--- src/rtl/pipe_stall_ctrl_pkg.sv ---
// Shared constants for the pipeline stall/flush controller: stage indices, FSM encoding and
// the register-zero tag.
package pipe_stall_ctrl_pkg;

    localparam int unsigned STAGE_IF  = 0;
    localparam int unsigned STAGE_ID  = 1;
    localparam int unsigned STAGE_EX  = 2;
    localparam int unsigned STAGE_MEM = 3;
    localparam int unsigned STAGE_WB  = 4;

    localparam logic [0:0] StRun    = 1'b0;
    localparam logic [0:0] StMdBusy = 1'b1;

    localparam logic [4:0] REG_ZERO = 5'd0;

    // A source only conflicts with a real destination; r0 is hardwired and never a hazard.
    function automatic logic src_hazard(input logic use_src, input logic [4:0] ra,
                                        input logic [4:0] ex_wra);
        return use_src && (ra == ex_wra) && (ex_wra != REG_ZERO);
    endfunction

endpackage

--- src/rtl/stall_tag_pipe.sv ---
// Dest-register tags and load/mul-div flags carried through ID/EX, EX/MEM and MEM/WB.
// Flush takes precedence over enable so a held stage can still be bubbled.
module stall_tag_pipe
    import pipe_stall_ctrl_pkg::*;
(
    input  logic       clk,
    input  logic       rstn,
    input  logic [4:0] id_wra_i,
    input  logic       id_we_i,
    input  logic       id_is_load_i,
    input  logic       id_is_md_i,
    input  logic       id_ex_en_i,
    input  logic       id_ex_flush_i,
    input  logic       ex_mem_en_i,
    input  logic       ex_mem_flush_i,
    input  logic       mem_wb_en_i,
    output logic [4:0] ex_wra_o,
    output logic       ex_is_load_o,
    output logic       ex_is_md_o,
    output logic [4:0] mem_wra_o,
    output logic [4:0] wb_wra_o
);

    logic [4:0] ex_wra_q, ex_wra_d;
    logic       ex_is_load_q, ex_is_load_d;
    logic       ex_is_md_q, ex_is_md_d;
    logic [4:0] mem_wra_q, mem_wra_d;
    logic [4:0] wb_wra_q, wb_wra_d;

    always_comb begin
        ex_wra_d     = ex_wra_q;
        ex_is_load_d = ex_is_load_q;
        ex_is_md_d   = ex_is_md_q;
        mem_wra_d    = mem_wra_q;
        wb_wra_d     = wb_wra_q;

        if (id_ex_flush_i) begin
            ex_wra_d     = REG_ZERO;
            ex_is_load_d = 1'b0;
            ex_is_md_d   = 1'b0;
        end else if (id_ex_en_i) begin
            ex_wra_d     = id_we_i ? id_wra_i : REG_ZERO;
            ex_is_load_d = id_is_load_i;
            ex_is_md_d   = id_is_md_i;
        end

        if (ex_mem_flush_i) begin
            mem_wra_d = REG_ZERO;
        end else if (ex_mem_en_i) begin
            mem_wra_d = ex_wra_q;
        end

        if (mem_wb_en_i) begin
            wb_wra_d = mem_wra_q;
        end
    end

    always_ff @(posedge clk or negedge rstn) begin
        if (!rstn) begin
            ex_wra_q     <= REG_ZERO;
            ex_is_load_q <= 1'b0;
            ex_is_md_q   <= 1'b0;
            mem_wra_q    <= REG_ZERO;
            wb_wra_q     <= REG_ZERO;
        end else begin
            ex_wra_q     <= ex_wra_d;
            ex_is_load_q <= ex_is_load_d;
            ex_is_md_q   <= ex_is_md_d;
            mem_wra_q    <= mem_wra_d;
            wb_wra_q     <= wb_wra_d;
        end
    end

    assign ex_wra_o     = ex_wra_q;
    assign ex_is_load_o = ex_is_load_q;
    assign ex_is_md_o   = ex_is_md_q;
    assign mem_wra_o    = mem_wra_q;
    assign wb_wra_o     = wb_wra_q;

endmodule

--- src/rtl/pipe_stall_ctrl.sv ---
// Central stall/flush controller for the 5-stage pipeline: resolves hazard causes by priority,
// sequences the mul/div wait and counts stalled cycles.
module pipe_stall_ctrl
    import pipe_stall_ctrl_pkg::*;
#(
    parameter int unsigned MD_TIMEOUT  = 64,
    parameter int unsigned STALL_CNT_W = 32
) (
    input  logic                   clk,
    input  logic                   rstn,
    input  logic [4:0]             i_idWra,
    input  logic                   i_idWe,
    input  logic                   i_idIsLoad,
    input  logic                   i_idIsMd,
    input  logic [4:0]             i_idRa1,
    input  logic [4:0]             i_idRa2,
    input  logic                   i_idUse1,
    input  logic                   i_idUse2,
    input  logic                   i_exBrTaken,
    input  logic                   i_extStall,
    input  logic                   i_mdDone,
    output logic                   o_pcEn,
    output logic                   o_ifIdEn,
    output logic                   o_idExEn,
    output logic                   o_exMemEn,
    output logic                   o_memWbEn,
    output logic                   o_ifIdFlush,
    output logic                   o_idExFlush,
    output logic                   o_exMemFlush,
    output logic                   o_mdStart,
    output logic                   o_mdErr,
    output logic [4:0]             o_exWra,
    output logic [4:0]             o_memWra,
    output logic [4:0]             o_wbWra,
    output logic                   o_exIsLoad,
    output logic [STALL_CNT_W-1:0] o_stallCnt
);

    localparam int unsigned CntW = $clog2(MD_TIMEOUT + 1);

    logic [0:0]             state_q, state_d;
    logic [CntW-1:0]        md_cnt_q, md_cnt_d;
    logic                   md_err_q, md_err_d;
    logic [STALL_CNT_W-1:0] stall_cnt_q, stall_cnt_d;
    logic                   ex_is_md;
    logic                   load_use;
    logic                   md_timeout;

    stall_tag_pipe u_tag_pipe (
        .clk            (clk),
        .rstn           (rstn),
        .id_wra_i       (i_idWra),
        .id_we_i        (i_idWe),
        .id_is_load_i   (i_idIsLoad),
        .id_is_md_i     (i_idIsMd),
        .id_ex_en_i     (o_idExEn),
        .id_ex_flush_i  (o_idExFlush),
        .ex_mem_en_i    (o_exMemEn),
        .ex_mem_flush_i (o_exMemFlush),
        .mem_wb_en_i    (o_memWbEn),
        .ex_wra_o       (o_exWra),
        .ex_is_load_o   (o_exIsLoad),
        .ex_is_md_o     (ex_is_md),
        .mem_wra_o      (o_memWra),
        .wb_wra_o       (o_wbWra)
    );

    assign load_use = o_exIsLoad && (src_hazard(i_idUse1, i_idRa1, o_exWra) ||
                                     src_hazard(i_idUse2, i_idRa2, o_exWra));

    // This busy cycle is the MD_TIMEOUT-th one: give up and release like a done.
    assign md_timeout = (md_cnt_q + CntW'(1)) == CntW'(MD_TIMEOUT);

    always_comb begin
        o_pcEn       = 1'b1;
        o_ifIdEn     = 1'b1;
        o_idExEn     = 1'b1;
        o_exMemEn    = 1'b1;
        o_memWbEn    = 1'b1;
        o_ifIdFlush  = 1'b0;
        o_idExFlush  = 1'b0;
        o_exMemFlush = 1'b0;
        o_mdStart    = 1'b0;
        state_d      = state_q;
        md_cnt_d     = md_cnt_q;
        md_err_d     = md_err_q;

        if (rstn) begin
            if (i_extStall) begin
                o_pcEn    = 1'b0;
                o_ifIdEn  = 1'b0;
                o_idExEn  = 1'b0;
                o_exMemEn = 1'b0;
                o_memWbEn = 1'b0;
            end else if (state_q == StMdBusy) begin
                if (i_mdDone || md_timeout) begin
                    state_d  = StRun;
                    md_cnt_d = '0;
                    if (!i_mdDone) begin
                        md_err_d = 1'b1;
                    end
                end else begin
                    // Hold the mul/div op in EX and drain everything behind it.
                    o_pcEn       = 1'b0;
                    o_ifIdEn     = 1'b0;
                    o_idExEn     = 1'b0;
                    o_exMemEn    = 1'b0;
                    o_exMemFlush = 1'b1;
                    md_cnt_d     = md_cnt_q + CntW'(1);
                end
            end else if (ex_is_md) begin
                o_pcEn       = 1'b0;
                o_ifIdEn     = 1'b0;
                o_idExEn     = 1'b0;
                o_exMemEn    = 1'b0;
                o_exMemFlush = 1'b1;
                o_mdStart    = 1'b1;
                state_d      = StMdBusy;
                md_cnt_d     = '0;
            end else if (i_exBrTaken) begin
                o_ifIdFlush = 1'b1;
                o_idExFlush = 1'b1;
            end else if (load_use) begin
                o_pcEn      = 1'b0;
                o_ifIdEn    = 1'b0;
                o_idExFlush = 1'b1;
            end
        end
    end

    assign stall_cnt_d = (!o_pcEn && (stall_cnt_q != '1)) ?
                         stall_cnt_q + STALL_CNT_W'(1) : stall_cnt_q;

    always_ff @(posedge clk or negedge rstn) begin
        if (!rstn) begin
            state_q     <= StRun;
            md_cnt_q    <= '0;
            md_err_q    <= 1'b0;
            stall_cnt_q <= '0;
        end else begin
            state_q     <= state_d;
            md_cnt_q    <= md_cnt_d;
            md_err_q    <= md_err_d;
            stall_cnt_q <= stall_cnt_d;
        end
    end

    assign o_mdErr    = md_err_q;
    assign o_stallCnt = stall_cnt_q;

endmodule

--- config.mk ---
export PLATFORM = sky130hd
export DESIGN_NAME = pipe_stall_ctrl
export DESIGN_NICKNAME = d
export VERILOG_FILES = /design/src/rtl/pipe_stall_ctrl_pkg.sv /design/src/rtl/stall_tag_pipe.sv /design/src/rtl/pipe_stall_ctrl.sv
export SDC_FILE = /design/constraint.sdc
export NUM_CORES = 1
export LEC_CHECK = 0
export ABC_AREA = 1
export BUFFER_PORTS_ARGS = -buffer_cell sky130_fd_sc_hd__buf_4
export CAP_MARGIN = 20
export CORE_MARGIN = 1.5
export CORE_UTILIZATION = 30
export DETAILED_ROUTE_END_ITERATION = 8
export PLACE_DENSITY = 0.5
export SLEW_MARGIN = 20
export SYNTH_ARGS = -nofsm -noshare
export SYNTH_HDL_FRONTEND = slang
export SYNTH_SLANG_ARGS = --single-unit
--- constraint.sdc ---
create_clock -name clk -period 2.95 [get_ports clk]
set_input_delay 0.1475 -clock clk [delete_from_list [all_inputs] [get_ports clk]]
set_output_delay 0.1475 -clock clk [all_outputs]
set_load 0.1 [all_outputs]
* Word level (Yosys, flattened, before mapping)
Cells that the tools add are included.
Widths: inputs -> output; s select.
** Word-level totals
- Bits in registers :: 58
- Bits of input ports :: 25
- Output and inout port bits :: 58
** Operators by class
- Add/sub/neg operators :: 2
- Equal/unequal tests :: 4
- Multiplexer cells :: 44
- Bitwise logic cells :: 2
- Reduce and logical (&&, ||, !) cells :: 16
** Operators with widths (number)
- $mux 1 :: 36
- $add 32x1->32 const B :: 1
- $ne 32x32->1 const B :: 1
- $mux 5 :: 5
- $mux 7 :: 3
- $eq 5x5->1 :: 2
- $add 7x1->7 const B :: 1
- $eq 7x7->1 const B :: 1
- $logic_and 1x1->1 :: 6
- $reduce_bool 2->1 :: 3
- $reduce_and 5->1 :: 1
- $reduce_bool 5->1 :: 1
- $reduce_and 3->1 :: 1
- $logic_or 1x1->1 :: 2
- $not 1->1 :: 2
- $reduce_and 2->1 :: 1
- $logic_not 1->1 :: 1

* Longest topological paths before layout
- Depth after elaboration :: 13
- Depth in mapped cells :: 15
- Gate-level depth less buffers :: 14

* Cells and area by module
A second synthesis with hierarchy kept.
** Second synthesis, totals
- Cells, all modules :: 519
- Area, all modules :: 3699.8 um2
** By module, submodules not included
- pipe_stall_ctrl :: times used 1, cells an instance 445, area an instance 3005.4 um2, sequential area each 1026.0 um2
- stall_tag_pipe :: times used 1, cells an instance 74, area an instance 694.4 um2, sequential area each 425.4 um2

* Worst setup path before layout
Ideal clock, no wire load.
- Path type :: reg-to-output
- Start point :: reg u_tag_pipe.ex_wra_q[1] (netlist: u_tag_pipe.ex_wra_o[1])
- End point :: out o_pcEn
- Data arrival time :: 2889 ps
- Required time :: 2803 ps
- Path slack :: -87 ps
- Cell stages (with the launch flop) :: 11
- Path buffers :: 2
- Cell sequence :: dfrtp_1 > inv_1 > o22ai_1 > nor2_1 > nand4_1 > nand2_1 > nand3_1 > nand2_4 > buf_2 > inv_1 > buf_4
** Between the ends
- Longest elaborated chain between the ends :: 11
- Elaborated cells on any way between the ends :: 15
** Ends and longest elaborated chain
- start, declared :: RTL line stall_tag_pipe.sv:24 : logic [4:0] ex_wra_q, ex_wra_d;
- start signal, assigned :: RTL line stall_tag_pipe.sv:66 : ex_wra_q <= ex_wra_d;
- $eq 5x5->1 :: RTL line pipe_stall_ctrl_pkg.sv:19 : return use_src && (ra == ex_wra) && (ex_wra != REG_ZERO);
- $logic_and 1x1->1 (2 in series) :: RTL line pipe_stall_ctrl_pkg.sv:19
- $logic_or 1x1->1 (*) :: RTL line pipe_stall_ctrl.sv:68 : assign load_use = o_exIsLoad && (src_hazard(i_idUse1, i_idRa1, o_exWra) ||
- $logic_and 1x1->1 (*) :: RTL line pipe_stall_ctrl.sv:68
- $mux 1 (*) (6 in series)
- end, declared :: RTL line pipe_stall_ctrl.sv:22 : output logic o_pcEn,
Every way passes the cells marked *; elsewhere a longest branch is shown, timed or not.

* Worst setup path after layout
- Start point :: reg md_cnt_q[0]
- End point :: out o_ifIdEn
** Between the ends
- Longest elaborated chain between the ends :: 7
** Ends and longest elaborated chain
- start, declared :: RTL line pipe_stall_ctrl.sv:42 : logic [CntW-1:0] md_cnt_q, md_cnt_d;
- start signal, assigned :: RTL line pipe_stall_ctrl.sv:142 : md_cnt_q <= md_cnt_d;
- $add 7x1->7 :: RTL line pipe_stall_ctrl.sv:72 : assign md_timeout = (md_cnt_q + CntW'(1)) == CntW'(MD_TIMEOUT);
- $eq 7x7->1 :: RTL line pipe_stall_ctrl.sv:72
- $logic_or 1x1->1 :: RTL line pipe_stall_ctrl.sv:96 : if (i_mdDone || md_timeout) begin
- $mux 1 :: RTL line pipe_stall_ctrl.sv:96
- $mux 1 :: RTL line pipe_stall_ctrl.sv:95 : end else if (state_q == StMdBusy) begin
- $mux 1 :: RTL line pipe_stall_ctrl.sv:89 : if (i_extStall) begin
- $mux 1 :: RTL line pipe_stall_ctrl.sv:88 : if (rstn) begin
- end, declared :: RTL line pipe_stall_ctrl.sv:23 : output logic o_ifIdEn,
No other way between the ends.

==> flow_summary_export.csv <==
group,metric,value,unit
floorplan,die_w,112,um
worst_setup_path,worstPathRequired,2.80,ns
synth,synth_edf_count,0,
routing,remaining_drc_errors,0,
cells_and_area,fin_area,0.00453,mm^2
clock_network,tritoncts,"done",
clock_network,path_clk_slew,0.05,ns
synth,yosysSeqAreaShare,0.410,
cells_and_area,nNetsFinal,598,
routing,vias,3374,
worst_setup_path,start_kind,"flip-flop",
timing,setup_ws,0.282,ns
worst_setup_path,r2r-end,"o_stallCnt[23]",
global_route,antenna_found_initial,0,
placed_design,post-place-ws,0.630,ns
global_route,gr-usage-all-layers,0.171,
timing,period_share,0.904,
worst_setup_path,critPathCaptureType,"output port",
timing,fmax,0.375,GHz
clock_network,clock_latency,0.33,ns
clock_network,cts_buffer_depth,2,
timing,setup_viol,0,
clock_network,cts_resized,0,
global_route,grt_pass1_wl,16800,um
cells_and_area,final_core_util,0.395,
synth,synth_top_cell_area_share,0.410,
synth,yosys-top-cells-area,"dfrtp_1 41%, nand2_1 17%, nand3_1 7.6%",
worst_setup_path,worstPathArrival,2.52,ns
timing,slew_violations,0,
floorplan,start_util,0.308,
worst_setup_path,critPathKind,"flip-flop to output port",
placed_design,port_buffers,82,
timing,final.min_clock_period,2.67,ns
placed_design,gp_congestion,0.845,
min_path,worstHoldEndpoint,"u_tag_pipe.ex_is_load_o",
synth,synth.avg_cell_area,7.26,um^2
routing,drt_wl_total,9810,um
floorplan,fp.dieH,112,um
min_path,holdCritStartpoint,"i_idIsLoad",
timing,holdWs,0.0710,ns
synth,syn_inst,487,
worst_setup_path,rrSetupSlack,0.65,ns
timing,finClkSkew,0.00753,ns
synth,synth_top_area_cell,"dfrtp_1",
clock_network,cts_buffers,9,
timing,finalHoldViolCount,0,
clock_network,cts-root-buf,"clkbuf_16",
synth,yosys_warnings,0,
routing,wl_per_cell,13.7,um
timing,tightest_slew,0.726,ns
synth,synth.most_common_cell,"nand2_1",
synth,syn_area,0.00354,mm^2
clock_network,h-tree-depth,3,
floorplan,rows,39,
clock_network,clock_sinks,58,
global_route,grt_pass1_vias,3405,
cells_and_area,stdcell_count,718,
global_route,grt_overflow,0,
synth,synthArstFlopShare,1.00,
synth,syn-num-nets,514,
flow_run,maxCapViolCount,0,
worst_setup_path,path_max_fanout,25,
power_and_ir_drop,power.total,2.79,mW
power_and_ir_drop,vdd_ir_drop_max,0.000317,V
routing,ant_nets,0,
floorplan,core,0.0115,mm^2
routing,viasPerCell,4.70,
placed_design,place_inst,702,
min_path,hp-class,"primary input to flip-flop",
timing,maxSlewHeadroom,0.516,
routing,dr.pass1.iters,4,
min_path,hold_depth,3,
synth,ys_ff_latch,58,
power_and_ir_drop,pwr_density_cell,615,mW/mm^2
power_and_ir_drop,p_leak,2.26,nW
synth,synth_cell_type_count,31,
floorplan,ios,83,
global_route,grt_max_degree,61,
placed_design,dp_hpwl,7460,um
cells_and_area,area_growth,28.2,%
routing,drtIter0Drc,176,
floorplan,dieArea,0.0124,mm^2
run_status,status,"finished clean",
cells_and_area,n_antenna_cell,0,
placed_design,placed_area,0.00427,mm^2
cells_and_area,layout-drive-gt1-share,0.197,
worst_setup_path,r2r_cells,15,
synth,synth_commonest_cells,"161 x nand2_1, 58 x dfrtp_1, 54 x nand3_1",
worst_setup_path,r2r-start,"md_cnt_q[0]",
synth,synth_ff_type,"dfrtp_1",
timing,rsz0062_at_grt,"no",
cells_and_area,nFillCells,1206,
timing,finalSetupTns,0,ns
clock_network,postCtsSetupBuffers,0,
==> logic make-up after synthesis <==
logic type | after synthesis | share of synthesized area
AOI/OAI and AO/OA | 32 | 0.0502
xor gates and xnor gates | 30 | 0.0743
adders and majority gates | 2 | 0.00708
buffers and inverters | 63 | 0.0789
DFF | 58 | 0.410
and+or+nand+nor | 302 | 0.379
==> routing by layer <==
metal | global-route usage | routed length [um] | up-vias
li1 | - | - | 1724
met1 | 0.227 | 4730 | 1583
met2 | 0.267 | 4560 | 57
met3 | 0.0348 | 348 | 10
met4 | 0.0776 | 163 | 0
met5 | 0 | 0 | -
==> registers in the layout, summed over array words and instances, names as in the netlist <==
| signal | cells |
|---|---|
| u_tag_pipe.ex_is_load_o | 1 |
| md_cnt_q | 7 |
| o_stallCnt | 32 |
| u_tag_pipe.wb_wra_o | 5 |
| u_tag_pipe.ex_is_md_o | 1 |
| u_tag_pipe.mem_wra_o | 5 |
| o_mdErr | 1 |
| u_tag_pipe.ex_wra_o | 5 |
| state_q | 1 |
==> report_power, final <==
part | internal [mW] | total (mW) | switching (mW) | leakage, nW
combinational | 0.192 | 0.912 | 0.720 | 1.36
sequential | 0.866 | 0.948 | 0.0817 | 0.777
clock | 0.586 | 0.928 | 0.341 | 0.124
total | 1.64 | 2.79 | 1.14 | 2.26
==> critical path, cell delays in order (launching register included) <==
cell	delay, ns
dfrtp_1	0.40
ha_1	0.23
nand2_1	0.10
nor2_1	0.07
nand2_1	0.08
nand3b_1	0.07
nor2_1	0.11
nand2_2	0.09
nand2_4	0.09
nand3_4	0.12
nand2_4	0.18
nand2_4	0.21
inv_1	0.13
buf_4	0.29
==> layout make-up <==
class	count	area, um^2	area share
inverter	50	188	0.0414
sequential	58	1460	0.321
timing repair buffer	86	648	0.143
tap	143	179	0.0395
multi-input combinational	366	1810	0.398
clock buffer	15	258	0.0568
==> how the worst max path moves through the flow <==
stage | start | endpoint | depth (start not counted)
floorplan | u_tag_pipe.ex_wra_o[4] | o_pcEn | 9
global placement | md_cnt_q[0] | o_ifIdEn | 13
detailed placement | md_cnt_q[0] | o_pcEn | 13
CTS | md_cnt_q[0] | o_pcEn | 13
global route | md_cnt_q[0] | o_pcEn | 13
finish | md_cnt_q[0] | o_ifIdEn | 13
==> cells in the final DEF, fill, tap and decap left out, drive strengths merged <==
cell type,netlist,routed
nand3,58,58
o21ai,16,16
nand4,7,7
nand3b,2,2
nor3,21,21
or2,1,1
nand2,166,166
buf,11,85
xnor2,7,7
dfrtp,58,58
a21boi,1,1
o211a,1,1
o22ai,2,2
dlygate4sd3,0,1
inv,50,50
nor4,1,1
clkbuf,2,15
a21oi,9,9
xor2,23,23
nor2,46,46
ha,2,2
o21bai,3,3
==> what timing repair did <==
| action | in CTS | in global routing |
|---|---|---|
| hold buffers | 1 | 0 |
| endpoints found under the hold margin | 6 | 0 |
| setup endpoints to repair | 0 | 0 |
(Power assumes the default switching activity.)
